===== src/rtl/rs232c_tx_pkg.sv =====
// rs232c_tx_pkg: frame geometry, FSM encoding and default bit period shared with i232c
package rs232c_tx_pkg;
  localparam int DATA_BITS = 8;
  localparam int FRAME_BITS = 10;
  localparam int CLKS_PER_BIT_DEF = 143;
  localparam logic [1:0] S_IDLE = 2'd0;
  localparam logic [1:0] S_START = 2'd1;
  localparam logic [1:0] S_DATA = 2'd2;
  localparam logic [1:0] S_STOP = 2'd3;
endpackage


===== src/rtl/rs232c_tx_fifo.sv =====
// tx_byte_fifo: first-word-fall-through byte FIFO with registered full flag
module tx_byte_fifo
  import rs232c_tx_pkg::*;
#(
  parameter int DEPTH_LOG2 = 4
) (
  input  logic                 CLK,
  input  logic                 XRST,
  input  logic                 wr_en,
  input  logic [DATA_BITS-1:0] wdata,
  input  logic                 rd_en,
  output logic [DATA_BITS-1:0] rdata,
  output logic                 empty,
  output logic                 full
);
  localparam int CW = DEPTH_LOG2 + 1;
  logic [DATA_BITS-1:0] mem [2**DEPTH_LOG2];
  logic [DEPTH_LOG2-1:0] wptr, rptr;
  logic [CW-1:0] count, count_n;
  logic we, re;
  // acceptance uses the registered full, so a same-edge pop cannot rescue a write
  assign we = wr_en & ~full;
  assign re = rd_en & ~empty;
  assign empty = count == '0;
  assign rdata = mem[rptr];
  assign count_n = count + CW'(we) - CW'(re);
  always_ff @(posedge CLK or negedge XRST) begin
    if (!XRST) begin
      wptr <= '0;
      rptr <= '0;
      count <= '0;
      full <= 1'b0;
    end else begin
      wptr <= wptr + DEPTH_LOG2'(we);
      rptr <= rptr + DEPTH_LOG2'(re);
      count <= count_n;
      full <= count_n == CW'(2**DEPTH_LOG2);
    end
  end
  always_ff @(posedge CLK) begin
    if (we) mem[wptr] <= wdata;
  end
endmodule


===== src/rtl/rs232c_tx.sv =====
// rs232c_tx: buffered 8N1 serial transmitter, back-to-back frames with no idle gap
module rs232c_tx
  import rs232c_tx_pkg::*;
#(
  parameter int CLKS_PER_BIT = CLKS_PER_BIT_DEF,
  parameter int DEPTH_LOG2 = 4
) (
  input  logic                 CLK,
  input  logic                 XRST,
  input  logic [DATA_BITS-1:0] data,
  input  logic                 wr_en,
  output logic                 full,
  output logic                 busy,
  output logic                 tx
);
  localparam int TW = $clog2(CLKS_PER_BIT);
  localparam int IW = $clog2(DATA_BITS);
  localparam logic [TW-1:0] T_LAST = TW'(CLKS_PER_BIT - 1);
  logic [1:0] state, state_n;
  logic [TW-1:0] timer, timer_n;
  logic [IW-1:0] idx, idx_n;
  logic [DATA_BITS-1:0] shift, shift_n, rdata;
  logic tx_n, pop, empty, expire;
  tx_byte_fifo #(.DEPTH_LOG2(DEPTH_LOG2)) u_fifo (
    .CLK(CLK), .XRST(XRST), .wr_en(wr_en), .wdata(data),
    .rd_en(pop), .rdata(rdata), .empty(empty), .full(full)
  );
  assign expire = timer == T_LAST;
  always_comb begin
    state_n = state;
    timer_n = (state == S_IDLE || expire) ? '0 : timer + 1'b1;
    idx_n = idx;
    shift_n = shift;
    tx_n = tx;
    pop = 1'b0;
    case (state)
      S_IDLE: if (!empty) begin
        pop = 1'b1;
        shift_n = rdata;
        tx_n = 1'b0;
        state_n = S_START;
      end
      S_START: if (expire) begin
        tx_n = shift[0];
        idx_n = '0;
        state_n = S_DATA;
      end
      S_DATA: if (expire) begin
        if (idx == IW'(DATA_BITS - 1)) begin
          tx_n = 1'b1;
          state_n = S_STOP;
        end else begin
          shift_n = shift >> 1;
          tx_n = shift[1];
          idx_n = idx + 1'b1;
        end
      end
      default: if (expire) begin
        if (!empty) begin
          pop = 1'b1;
          shift_n = rdata;
          tx_n = 1'b0;
          state_n = S_START;
        end else begin
          state_n = S_IDLE;
        end
      end
    endcase
  end
  // next state is IDLE only with an empty (hence not full) FIFO, so wr_en alone means a byte lands
  always_ff @(posedge CLK or negedge XRST) begin
    if (!XRST) begin
      state <= S_IDLE;
      timer <= '0;
      idx <= '0;
      shift <= '0;
      tx <= 1'b1;
      busy <= 1'b0;
    end else begin
      state <= state_n;
      timer <= timer_n;
      idx <= idx_n;
      shift <= shift_n;
      tx <= tx_n;
      busy <= (state_n != S_IDLE) | wr_en;
    end
  end
endmodule


===== config.mk =====
export PLATFORM = sky130hd
export DESIGN_NAME = rs232c_tx
export DESIGN_NICKNAME = d
export VERILOG_FILES = /design/src/rtl/rs232c_tx_pkg.sv /design/src/rtl/rs232c_tx_fifo.sv /design/src/rtl/rs232c_tx.sv
export SDC_FILE = /design/constraint.sdc
export NUM_CORES = 1
export LEC_CHECK = 0
export CORE_MARGIN = 2
export CORE_UTILIZATION = 40
export CTS_CLUSTER_SIZE = 24
export DETAILED_ROUTE_END_ITERATION = 8
export PLACE_DENSITY_LB_ADDON = 0.08
export SLEW_MARGIN = 20
export SYNTH_ARGS = -nofsm -noshare
export SYNTH_HDL_FRONTEND = slang
export SYNTH_SLANG_ARGS = --single-unit

===== constraint.sdc =====
create_clock -name CLK -period 4.6 [get_ports CLK]
set_input_delay 0.69 -clock CLK [delete_from_list [all_inputs] [get_ports CLK]]
set_output_delay 0.69 -clock CLK [all_outputs]
set_load 0.01 [all_outputs]

==> impl_metrics.py <==
metrics = {
    "sta": {
        "worst_pin_slew_ns": 0.9597,
        "finalClockSkew_ns": 0.007675,
        "max_clock_freq_mhz": 335.2,
        "final_max_slew_viol_count": 0,
        "hold_viol_final": 0,
        "relSlewSlack": 0.3578,
        "rsz0062_at_grt": "false",
        "final-setup-viol-count": 0,
        "period_share": 0.6486,
        "finalSetupTns_ns": 0,
        "finalWorstSetupSlack_ns": 1.616,
        "post-route-min-period_ns": 2.984,
    },
    "logic_synthesis": {
        "synth_top_cell_by_area": "edfxtp_1",
        "ys_seq_area_frac": 0.6952,
        "synthTopCellsByArea": "edfxtp_1 56%, dfrtp_1 13%, mux4_2 11%",
        "synth-seq-cells": 165,
        "avgSynthCellArea_sq_um": 17.03,
        "dominantRegCellSynth": "edfxtp_1",
        "synth_async_sr_flop_share": 0.2242,
        "synth_fp_nets": 433,
        "syn_area_sq_um": 6863,
        "yosysMostFrequentCell": "edfxtp_1",
        "yosys_warnings": 0,
        "yosys-top-cells-count": "128 x edfxtp_1, 36 x dfrtp_1, 32 x mux4_2",
        "synth_edf_count": 128,
        "synth_top_area_frac": 0.5601,
        "ys_types": 49,
        "syn_inst": 403,
    },
    "clock_tree": {
        "cts_setup_buffers": 0,
        "cts_tree": "yes",
        "postCtsResizedCells": 0,
        "clkSinkCount": 165,
        "insertion_delay_ns": 0.43,
        "cts_buffers": 17,
        "htree_levels": 4,
        "cts.clk_slew.worst_paths_ns": 0.07,
        "clockRootBuffer": "clkbuf_16",
        "holdBufCountCts": 0,
        "clock_path_buffers": 2,
    },
    "power_and_ir_drop": {
        "power_per_cell_area_nw_per_um2": 472.3,
        "power.leakage_nw": 2.744,
        "peakVddDrop_mv": 0.2968,
    },
    "worst_setup_path": {
        "critPathLaunchType": "flip-flop",
        "reg2reg_depth": 14,
        "critPathArrivalTime_ns": 3.30,
        "required_ns": 4.92,
        "worst-path-max-fanout": 7,
        "end_kind": "flip-flop",
        "worstSetupPathType": "reg2reg",
    },
    "cells_and_area": {
        "nets": 455,
        "final_layout_size_suffix_gt1_frac": 0.1826,
        "antenna_cells": 0,
        "syn2layout_area_growth_pct": 13.40,
        "fin_util": 0.4660,
        "stdcell_count": 658,
    },
    "routing": {
        "drc": 0,
        "drtIter0Drc": 274,
        "dr.pass1.iters": 4,
        "via_count": 3494,
        "drt-vias-per-instance": 5.310,
        "routedWlPerCell_um": 21.11,
        "ant_nets": 0,
        "wl_um": 13890,
    },
    "floorplan": {
        "die_h_um": 135.0,
        "io_pins": 14,
        "initial_utilization": 0.4109,
        "num_rows": 47,
        "die-area_sq_um": 18220,
        "core_area_sq_um": 16700,
        "dieWidth_um": 135.0,
    },
    "job": {
        "maxCapViolations": 0,
    },
    "global_routing": {
        "grt_remaining_overflow": 0,
        "antenna_found_initial": 0,
        "grt_pass1_vias": 3708,
        "grt.busiest_layer": "met2",
        "met1_usage": 0.2206,
        "grt_usage": 0.1662,
        "use_met2": 0.2704,
        "grt_max_degree": 38,
        "met3_usage": 0.03941,
        "grt_pass1_wl_um": 21930,
    },
    "min_path": {
        "min-delay-path-class": "in2async",
    },
    "placed_design": {
        "placed_cells": 626,
        "pre_cts_ws_ns": 1.628,
        "gp_congestion": 0.7697,
        "io_buffers": 13,
        "dp_hpwl_um": 9034,
    },
    "outcome": {
        "status": "finished, final reports clean",
    },
}
## final cells by class
cell class / count / area, sq um
Clock buffer: 17 / 425.4
Clock inverter: 15 / 130.1
Fill cell: 1461 / 8919
Inverter: 11 / 41.29
Multi-Input combinational cell: 210 / 1961
Sequential cell: 165 / 4772
Tap cell: 220 / 275.3
Timing Repair Buffer: 20 / 177.7
## routing by layer
| layer | vias up | share of wire |
|---|---|---|
| met5 | - | 0 |
| li1 | 1619 | - |
| met3 | 16 | 0.030 |
| met1 | 1805 | 0.46 |
| met2 | 54 | 0.49 |
| met4 | 0 | 0.018 |
## logic make-up (layout without fill, tap and decap cells)
| group | Yosys count | in the layout | share of synthesized area |
|---|---|---|---|
| xor gates and xnor gates | 14 | 14 | 0.01787 |
| buffers and inverters | 28 | 63 | 0.01914 |
| AOI/OAI and AO/OA | 62 | 62 | 0.06344 |
| adders and majority gates | 19 | 19 | 0.03573 |
| DFF | 165 | 165 | 0.6952 |
| and+or+nand+nor | 80 | 80 | 0.05853 |
| muxes | 35 | 35 | 0.1101 |
## path summary, 6_finish.rpt
path	from	end	slack, ns
setup / recovery	timer[0]	u_fifo.full	1.62
hold / removal	XRST	u_fifo.full	0.36
setup reg to reg	timer[0]	u_fifo.full	1.62
hold reg to reg	timer[0]	timer[0]	0.52
max in group asynchronous	XRST	u_fifo.rptr[0]	3.68
min in group CLK	timer[0]	timer[0]	0.52
## flip-flops by register name, summed over array words and instances, names as in the netlist
signal,flops
u_fifo.mem,128
idx,3
u_fifo.count,5
shift,8
tx,1
state,2
u_fifo.wptr,4
busy,1
u_fifo.full,1
timer,8
u_fifo.rptr,4
## critical path, cell delays in order, from the launching register on
cell,delay (ns)
dfrtp_1,0.40
inv_1,0.06
ha_1,0.18
and4b_1,0.28
and2_4,0.21
mux2i_1,0.15
nor2_1,0.09
ha_1,0.31
inv_1,0.04
ha_1,0.21
fa_1,0.40
a21oi_1,0.15
o21bai_1,0.09
xnor2_1,0.14
and3b_1,0.16
## power by group
part	internal [mW]	total (mW)	switching, mW
sequential	1.79	1.88	0.0813
combinational	0.179	0.447	0.268
clock	0.747	1.35	0.606
total	2.72	3.68	0.956
## cell usage in the layout (no fill, tap or decap), types with 12 or more instances in the layout
master / n
a22o_1: 16
clkbuf_16: 17
dfrtp_1: 35
ha_1: 18
nor2_1: 26
o21ai_0: 15
mux4_2: 32
edfxtp_1: 128
nand2_1: 16
clkdlybuf4s50_1: 12
## per-stage QoR
stage          instance area, sq um  hold WS (ns)  power [mW]
2_1_floorplan                  6863        0.3944       2.184
3_3_place_gp                   7227        0.4815       2.354
3_5_place_dp                   7227        0.4997       2.363
4_1_cts                        7782        0.3960       3.712
5_1_grt                        7782        0.4393       3.835
6_report                       7782        0.3571       3.676
No activity file was read; power rests on OpenSTA's default activity.
